--- config.mk ---
export PLATFORM = sky130hd
export DESIGN_NAME = mem_port_arbiter_flat
export DESIGN_NICKNAME = d
export VERILOG_FILES = /design/src/rtl/mem_port_arbiter_if.sv /design/src/rtl/mem_port_arbiter.sv /design/src/flat_wrapper.sv
export SDC_FILE = /design/constraint.sdc
export NUM_CORES = 1
export LEC_CHECK = 0
export BUFFER_PORTS_ARGS = -buffer_cell sky130_fd_sc_hd__buf_4
export CAP_MARGIN = 20
export CORE_AREA = 2 2 117 119
export DETAILED_ROUTE_END_ITERATION = 7
export DIE_AREA = 0 0 119 121
export SLEW_MARGIN = 20
export SYNTH_ARGS = -nofsm -noshare
export SYNTH_HDL_FRONTEND = slang
export SYNTH_SLANG_ARGS = --single-unit
export TNS_END_PERCENT = 20
--- constraint.sdc ---
create_clock -name clk -period 1.35 [get_ports clk]
set_clock_uncertainty 0.15 [all_clocks]
set_input_delay 0.0675 -clock clk [delete_from_list [all_inputs] [get_ports clk]]
set_output_delay 0.0675 -clock clk [all_outputs]
set_load 0.02 [all_outputs]
--- src/rtl/mem_port_arbiter_if.sv ---
`default_nettype none
// ============================================================================
// Module   : mem_port_arbiter_if
// Desc     : Request/response bundle for one memory requester port.
// Revision : 1.0
// ============================================================================
interface mem_port_arbiter_if #(
    parameter int AW = 32
) ();
    logic          valid;
    logic          ready;
    logic          we;
    logic [AW-1:0] addr;
    logic [31:0]   wdata;
    logic          lock;
    logic          resp_valid;
    logic [31:0]   resp_rdata;
    logic          resp_err;

    // Plain port: no burst lock.
    modport master (
        output valid, we, addr, wdata,
        input  ready, resp_valid, resp_rdata, resp_err
    );
    modport slave (
        input  valid, we, addr, wdata,
        output ready, resp_valid, resp_rdata, resp_err
    );

    // Lock-capable port.
    modport master_lock (
        output valid, we, addr, wdata, lock,
        input  ready, resp_valid, resp_rdata, resp_err
    );
    modport slave_lock (
        input  valid, we, addr, wdata, lock,
        output ready, resp_valid, resp_rdata, resp_err
    );
endinterface
`default_nettype wire

--- src/rtl/mem_port_arbiter.sv ---
`default_nettype none
// ============================================================================
// Module   : mem_port_arbiter
// Desc     : Round-robin two-port arbiter in front of a single-ported word
//            memory, with registered responses and a port-1 burst lock.
// Revision : 1.0
// ============================================================================
module mem_port_arbiter #(
    parameter int WORDS = 64,
    parameter int AW    = 32
) (
    input  wire logic          clk,
    input  wire logic          rst_n,
    mem_port_arbiter_if.slave      p0_if,
    mem_port_arbiter_if.slave_lock p1_if,
    output      logic [AW-1:0] mem_address_o,
    output      logic [31:0]   mem_write_data_o,
    output      logic          mem_write_enable_o,
    input  wire logic [31:0]   mem_read_data_i
);

    localparam logic [AW-1:0] WORDS_AW = AW'(WORDS);

    typedef enum logic [0:0] {
        ST_ARB    = 1'b0,
        ST_LOCKED = 1'b1
    } state_e;

    state_e        state_q;
    logic          last_grant_q;

    logic          p0_resp_valid_q, p1_resp_valid_q;
    logic          p0_resp_err_q,   p1_resp_err_q;
    logic [31:0]   p0_resp_rdata_q, p1_resp_rdata_q;

    logic          p0_resp_err_d,   p1_resp_err_d;
    logic [31:0]   p0_resp_rdata_d, p1_resp_rdata_d;

    logic          grant0, grant1;
    logic          p0_in_range, p1_in_range;
    logic          sel_we, sel_in_range;

    // Port 1 wins when locked, when alone, or when port 0 was served last.
    always_comb begin
        p0_in_range = (p0_if.addr < WORDS_AW);
        p1_in_range = (p1_if.addr < WORDS_AW);
        grant1 = rst_n && p1_if.valid &&
                 ((state_q == ST_LOCKED) || !p0_if.valid || !last_grant_q);
        grant0 = rst_n && (state_q == ST_ARB) && p0_if.valid && !grant1;
    end

    assign p0_if.ready = grant0;
    assign p1_if.ready = grant1;

    always_comb begin
        mem_address_o    = '0;
        mem_write_data_o = '0;
        sel_we           = 1'b0;
        sel_in_range     = 1'b0;
        if (grant0) begin
            mem_address_o    = p0_if.addr;
            mem_write_data_o = p0_if.wdata;
            sel_we           = p0_if.we;
            sel_in_range     = p0_in_range;
        end else if (grant1) begin
            mem_address_o    = p1_if.addr;
            mem_write_data_o = p1_if.wdata;
            sel_we           = p1_if.we;
            sel_in_range     = p1_in_range;
        end
        mem_write_enable_o = sel_we && sel_in_range;
    end

    // Read data is captured only for in-range reads; writes and errors return 0.
    always_comb begin
        p0_resp_err_d   = grant0 && !p0_in_range;
        p1_resp_err_d   = grant1 && !p1_in_range;
        p0_resp_rdata_d = (grant0 && !p0_if.we && p0_in_range) ? mem_read_data_i : 32'h0;
        p1_resp_rdata_d = (grant1 && !p1_if.we && p1_in_range) ? mem_read_data_i : 32'h0;
    end

    always_ff @(posedge clk) begin
        if (!rst_n) begin
            state_q         <= ST_ARB;
            last_grant_q    <= 1'b1;
            p0_resp_valid_q <= 1'b0;
            p1_resp_valid_q <= 1'b0;
            p0_resp_err_q   <= 1'b0;
            p1_resp_err_q   <= 1'b0;
            p0_resp_rdata_q <= 32'h0;
            p1_resp_rdata_q <= 32'h0;
        end else begin
            p0_resp_valid_q <= grant0;
            p1_resp_valid_q <= grant1;
            p0_resp_err_q   <= p0_resp_err_d;
            p1_resp_err_q   <= p1_resp_err_d;
            p0_resp_rdata_q <= p0_resp_rdata_d;
            p1_resp_rdata_q <= p1_resp_rdata_d;

            if (grant0) begin
                last_grant_q <= 1'b0;
            end else if (grant1) begin
                last_grant_q <= 1'b1;
            end

            case (state_q)
                ST_ARB: begin
                    if (grant1 && p1_if.lock) begin
                        state_q <= ST_LOCKED;
                    end
                end
                ST_LOCKED: begin
                    // An idle, unlocking port 1 also releases the memory.
                    if (!p1_if.lock && (grant1 || !p1_if.valid)) begin
                        state_q <= ST_ARB;
                    end
                end
                default: state_q <= ST_ARB;
            endcase
        end
    end

    assign p0_if.resp_valid = p0_resp_valid_q;
    assign p0_if.resp_err   = p0_resp_err_q;
    assign p0_if.resp_rdata = p0_resp_rdata_q;
    assign p1_if.resp_valid = p1_resp_valid_q;
    assign p1_if.resp_err   = p1_resp_err_q;
    assign p1_if.resp_rdata = p1_resp_rdata_q;

endmodule
`default_nettype wire

--- src/flat_wrapper.sv ---
// flat-port wrapper written by rule: the top's interface ports become plain ports
module mem_port_arbiter_flat 
#(
    parameter int WORDS = 64,
    parameter int AW    = 32
)
  (clk, rst_n, mem_address_o, mem_write_data_o, mem_write_enable_o, mem_read_data_i, p0_if_valid, p0_if_we, p0_if_addr, p0_if_wdata, p0_if_ready, p0_if_resp_valid, p0_if_resp_rdata, p0_if_resp_err, p1_if_valid, p1_if_we, p1_if_addr, p1_if_wdata, p1_if_lock, p1_if_ready, p1_if_resp_valid, p1_if_resp_rdata, p1_if_resp_err);
  mem_port_arbiter_if #(.AW(AW)) p0_if_i ();
  mem_port_arbiter_if #(.AW(AW)) p1_if_i ();
  input  wire logic clk;
  input  wire logic rst_n;
  output      logic [AW-1:0] mem_address_o;
  output      logic [31:0] mem_write_data_o;
  output      logic mem_write_enable_o;
  input  wire logic [31:0] mem_read_data_i;
  input wire logic [$bits(p0_if_i.valid)-1:0] p0_if_valid;
  input wire logic [$bits(p0_if_i.we)-1:0] p0_if_we;
  input wire logic [$bits(p0_if_i.addr)-1:0] p0_if_addr;
  input wire logic [$bits(p0_if_i.wdata)-1:0] p0_if_wdata;
  output wire logic [$bits(p0_if_i.ready)-1:0] p0_if_ready;
  output wire logic [$bits(p0_if_i.resp_valid)-1:0] p0_if_resp_valid;
  output wire logic [$bits(p0_if_i.resp_rdata)-1:0] p0_if_resp_rdata;
  output wire logic [$bits(p0_if_i.resp_err)-1:0] p0_if_resp_err;
  input wire logic [$bits(p1_if_i.valid)-1:0] p1_if_valid;
  input wire logic [$bits(p1_if_i.we)-1:0] p1_if_we;
  input wire logic [$bits(p1_if_i.addr)-1:0] p1_if_addr;
  input wire logic [$bits(p1_if_i.wdata)-1:0] p1_if_wdata;
  input wire logic [$bits(p1_if_i.lock)-1:0] p1_if_lock;
  output wire logic [$bits(p1_if_i.ready)-1:0] p1_if_ready;
  output wire logic [$bits(p1_if_i.resp_valid)-1:0] p1_if_resp_valid;
  output wire logic [$bits(p1_if_i.resp_rdata)-1:0] p1_if_resp_rdata;
  output wire logic [$bits(p1_if_i.resp_err)-1:0] p1_if_resp_err;
  assign p0_if_i.valid = p0_if_valid;
  assign p0_if_i.we = p0_if_we;
  assign p0_if_i.addr = p0_if_addr;
  assign p0_if_i.wdata = p0_if_wdata;
  assign p0_if_ready = p0_if_i.ready;
  assign p0_if_resp_valid = p0_if_i.resp_valid;
  assign p0_if_resp_rdata = p0_if_i.resp_rdata;
  assign p0_if_resp_err = p0_if_i.resp_err;
  assign p1_if_i.valid = p1_if_valid;
  assign p1_if_i.we = p1_if_we;
  assign p1_if_i.addr = p1_if_addr;
  assign p1_if_i.wdata = p1_if_wdata;
  assign p1_if_i.lock = p1_if_lock;
  assign p1_if_ready = p1_if_i.ready;
  assign p1_if_resp_valid = p1_if_i.resp_valid;
  assign p1_if_resp_rdata = p1_if_i.resp_rdata;
  assign p1_if_resp_err = p1_if_i.resp_err;
  mem_port_arbiter #(.WORDS(WORDS), .AW(AW)) u_core (.clk(clk), .rst_n(rst_n), .p0_if(p0_if_i), .p1_if(p1_if_i), .mem_address_o(mem_address_o), .mem_write_data_o(mem_write_data_o), .mem_write_enable_o(mem_write_enable_o), .mem_read_data_i(mem_read_data_i));
endmodule
* Word level (Yosys, flattened, before mapping)
Index checks and enable logic that the tools add are counted.
Storage, ports and cells: register bits 70, bits in latches 0, bits in writable memories 0, memory bits (read-only) 0, bits of input ports 167, output and inout port bits 135, word-level logic and storage cells 53, memories kept 0
Operators by class: add/sub/neg operators 0, $mul 0, divide/modulo/power cells 0, order comparisons 2, eq/ne operators 0, shifts and indexed selects 0, mux-type cells 13, bitwise operators 1, reduce and logical (&&, ||, !) cells 29
Operator list (number):
- $mux W32 | 4
- $lt A32 B7 Y1 const B | 2
- $logic_and A1 B1 Y1 | 14
- $logic_not A1 Y1 | 9
- $mux W1 | 8
- $reduce_and A2 Y1 | 2
- $logic_or A1 B1 Y1 | 3
- $pmux W1 S2 | 1
- $reduce_bool A2 Y1 | 1
- $not A1 Y1 | 1

* Logic depth before layout (Yosys ltp)
word-level depth 9, gate-level depth with buffers 7, mapped depth without buffers 6

* Worst setup path after synthesis
Ideal clock, no wire load.
kind register to output, start point register u_core.state_q, end point output port mem_write_enable_o, arrival 1.561 ns, path slack -0.429 ns, stages on the path, launching flop included 7, path through dfxtp_1 > nor2b_1 > nand3_1 > inv_2 > buf_2 > a31oi_1 > a211oi_1
On the way: cells in the longest elaborated chain, start to end 7, elaborated cells on any way between the ends 13, classes of those cells mux: 4; bitwise: 1; reduce/logical: 8
Ends and longest elaborated chain:
- from (decl) | RTL line mem_port_arbiter.sv:29 | state_e state_q;
- from (signal assigned) | RTL line mem_port_arbiter.sv:84 | state_q <= ST_ARB;
- from (signal assigned) | RTL line mem_port_arbiter.sv:109 | state_q <= ST_LOCKED;
- from (signal assigned) | RTL line mem_port_arbiter.sv:115 | state_q <= ST_ARB;
- $logic_or A1 B1 Y1 (2 in series) | RTL line mem_port_arbiter.sv:48 | ((state_q == ST_LOCKED) || !p0_if.valid || !last_grant_q);
- $logic_and A1 B1 Y1 | RTL line mem_port_arbiter.sv:47 | grant1 = rst_n && p1_if.valid &&
- $logic_not A1 Y1 | RTL line mem_port_arbiter.sv:49 | grant0 = rst_n && (state_q == ST_ARB) && p0_if.valid && !grant1;
- $logic_and A1 B1 Y1 | RTL line mem_port_arbiter.sv:49
- $mux W1 | RTL line mem_port_arbiter.sv:60 | if (grant0) begin
- $logic_and A1 B1 Y1 (*) | RTL line mem_port_arbiter.sv:71 | mem_write_enable_o = sel_we && sel_in_range;
- to (decl) | RTL line flat_wrapper.sv:14 | output logic mem_write_enable_o;
Every way passes the cells marked *; elsewhere a longest branch is shown, timed or not.

* Worst setup path in the final report
start point register u_core.last_grant_q, end point output port mem_write_data_o[4]
On the way: cells in the longest elaborated chain, start to end 6, elaborated cells on any way between the ends 7, classes of those cells mux: 2; reduce/logical: 5
Ends and longest elaborated chain:
- from (decl) | RTL line mem_port_arbiter.sv:30 | logic last_grant_q;
- from (signal assigned) | RTL line mem_port_arbiter.sv:85 | last_grant_q <= 1'b1;
- from (signal assigned) | RTL line mem_port_arbiter.sv:101 | last_grant_q <= 1'b0;
- from (signal assigned) | RTL line mem_port_arbiter.sv:103 | last_grant_q <= 1'b1;
- $logic_not A1 Y1 (*) | RTL line mem_port_arbiter.sv:48
- $logic_or A1 B1 Y1 (*) | RTL line mem_port_arbiter.sv:48
- $logic_and A1 B1 Y1 (*) | RTL line mem_port_arbiter.sv:47
- $logic_not A1 Y1 | RTL line mem_port_arbiter.sv:49
- $logic_and A1 B1 Y1 | RTL line mem_port_arbiter.sv:49
- $mux W32 (*) | RTL line mem_port_arbiter.sv:60
- to (decl) | RTL line flat_wrapper.sv:13 | output logic [31:0] mem_write_data_o;
Marks and branches as above.

==> reports/metrics.cfg <==
[status]
outcome = finished, violations left
violations = setup timing

[layout]
area_delta_synth_final_pct = 157
nNetsFinal = 825
final_area_mm2 = 0.00716
layout-drive-gt1-share = 0.674

[synthesis]
synth_nets = 428
avgSynthCellArea_um2 = 10.7
synthTopCellsByArea = dfxtp_1, a22o_1, and2_1
synth_cell_types = 21
synth_common_cells = dfxtp_1, a22o_1, and2_1
ys_ff_latch = 70
syn_area_mm2 = 0.00278
synth_top_area_frac = 0.503
netlist_instances = 261
yosys_warnings = 0
synth_ff_type = dfxtp_1
seq_area_frac_synth = 0.503
yosysMostFrequentCell = dfxtp_1
synth-edff-count = 0
synth_top_cell_by_area = dfxtp_1
synth_async_sr_flop_share = 0

[power_and_ir_drop]
powerDensity_mw_per_mm2 = 805
ir_worst_vdd_mv = 0.465
p_leak_nw = 3.56

[route]
dr_wl_met2_um = 7140
highest_layer = met5
routed_wl_um = 13800
dr.pass1.iters = 4
vias = 3552
avgViaCountPerCell = 4.23
drtAntennaViolNets = 0
drtIter0Drc = 104
wl_met1_um = 5270
route.detailed.drc = 0
wire_per_inst_um = 16.5
wl_met3_um = 1220

[sta]
fin_tns_setup_ns = -44.67
period_needed_ns = 1.84
setup_ws_ns = -0.488
hold_violations = 0
slew_headroom = 0.780
slew_violations = 0
rsz0062_at_grt = yes
setup_viol = 131
holdWs_ns = 0.0380
max_freq_mhz = 544
tightest_slew_ns = 0.327
fin_crit_sh = 1.36

[critical_path]
r2r_end = u_core.p0_if.resp_rdata[19]$_SDFF_PN0_
ff2ff_setup_slack_ns = -0.28
required_ns = 1.13
cp-start-kind = flip-flop
cp_slowest_cell = dfxtp_2
rr_startpoint = u_core.state_q$_SDFF_PN0_
critPathArrivalTime_ns = 1.62
crit_fanout = 8
worstSetupPathType = reg -> out
rr_worst_depth = 7
critical_path.cell_chain = nand2b_4 > nand3_4 > inv_8 > buf_12 > clkbuf_16 > a22o_4 > buf_6
cpPeakStageDelay_ns = 0.32
cp-end-kind = primary output

[worst_hold_path]
min_path_type = in -> reg
min_path_cells = 4
hold_end = u_core.p1_if.resp_valid$_SDFF_PN0_
worstHoldStart = rst_n

[placement]
port-buffer-count = 301
gp_congestion = 0.797
postPlaceCellArea_mm2 = 0.00603
dp_hpwl_um = 10700

[global_route]
overflow = 0
track_usage = 0.178
grt_max_degree = 35
grt_first_pass_wirelength_um = 19700
antenna_found_initial = 2
grt_pass1_vias = 3690

[run]
drv_cap = 0

[floorplan]
rows = 42
fp.dieH_um = 121
ios = 302
initial_core_util = 0.213
die_area_mm2 = 0.0144
die_x_um = 119
core_mm2 = 0.0131

[clock_network]
root_buffer = clkbuf_16
clock_latency_ns = 0.32
clk_pin_slew_ns = 0.05
clk_path_buf_depth = 2
tritoncts = built
cts.htree.levels = 3
cts_made_buffers = 9
cts_sinks = 70

## layout make-up
class | instances | area (um2)
Multi-Input combinational cell | 167 | 1690
Antenna cell | 1 | 2.50
Clock inverter | 5 | 27.5
Inverter | 4 | 27.5
Timing Repair Buffer | 406 | 3560
Tap cell | 176 | 220
Sequential cell | 70 | 1400
Clock buffer | 10 | 229
Fill cell | 1138 | 5920
## through the flow
stage           util  setup WS, ns  total power, mW  cells
3_3_place_gp   0.461        -0.411             3.51    772
5_1_grt        0.547        -0.555             6.01    838
2_1_floorplan      -       -0.0686             2.72    261
4_1_cts        0.520        -0.514             5.68    829
6_report       0.547        -0.488             5.76    839
3_5_place_dp   0.461        -0.447             3.52    772
## timing repair
| action | CTS | global route |
|---|---|---|
| endpoints found under the setup margin | 131 | 132 |
| pin swaps | 13 | 42 |
| gates resized for setup | 27 | 53 |
| endpoints found under the hold margin | 66 | 0 |
| hold buffers | 37 | 0 |
| cloned | 1 | 5 |
| buffers inserted | 4 | 4 |
## logic make-up (layout without fill, tap and decap cells)
group / count (synthesis) / count (layout) / synth area share
AOI/OAI and AO/OA: 69 / 69 / 0.212
buffers and inverters: 24 / 425 / 0.0526
DFF: 70 / 70 / 0.503
other: 0 / 1 / 0
and+or+nand+nor: 98 / 98 / 0.232
## critical path, delay by kind of cell, from the launching register on
family | cells | cell delay [ns]
AOI/OAI and AO/OA | 1 | 0.25
buffers and inverters | 4 | 0.50
and+or+nand+nor | 2 | 0.24
DFF | 1 | 0.32
## flip-flops by register name, summed over array words and instances, names as in the netlist
signal and cells:
u_core.p0_if.resp_rdata 32, u_core.p1_if.resp_rdata 32, u_core.last_grant_q 1, u_core.p0_if.resp_err 1
u_core.p0_if.resp_valid 1, u_core.p1_if.resp_err 1, u_core.p1_if.resp_valid 1, u_core.state_q 1
## cells in the final DEF, fill, tap and decap left out, types with 2 or more instances in the layout
cell type      instances
a22o_1                23
a22o_4                41
and2_1                63
buf_12                 6
buf_16                 2
buf_4                295
buf_6                 58
buf_8                  5
clkbuf_16             12
clkinv_2               4
dfxtp_1               68
dfxtp_2                2
dlygate4sd3_1         37
inv_1                  2
nand2_1                3
nand3_1                2
nand3_4                3
nand4_1                2
nor2_1                 5
nor2_2                 2
nor4_1                 6
nor4_2                 4
nor4_4                 4
o21ai_0                2
## worst max path at each step
stage | depth (start not counted) | to | startpoint | slack (ns)
2_1_floorplan | 5 | mem_write_enable_o | p0_if_addr[17] | -0.07
3_3_place_gp | 9 | mem_write_enable_o | p0_if_addr[27] | -0.41
3_5_place_dp | 9 | mem_write_enable_o | p0_if_addr[24] | -0.45
4_1_cts | 6 | mem_write_data_o[31] | u_core.state_q$_SDFF_PN0_ | -0.51
5_1_grt | 7 | mem_write_enable_o | u_core.state_q$_SDFF_PN0_ | -0.56
6_report | 7 | mem_write_data_o[4] | u_core.last_grant_q$_SDFFE_PN1P_ | -0.49
## metal layers
layer,global-route usage,up-vias
li1,-,1734
met1,0.205,1616
met2,0.317,186
met3,0.0597,14
met4,0.0469,2
met5,0,-
## where the power goes
part	switching, mW	internal (mW)
clock network	0.775	1.22
registers	0.00441	2.08
logic	0.673	1.02
total	1.45	4.31
No activity file was read; power rests on OpenSTA's default activity.
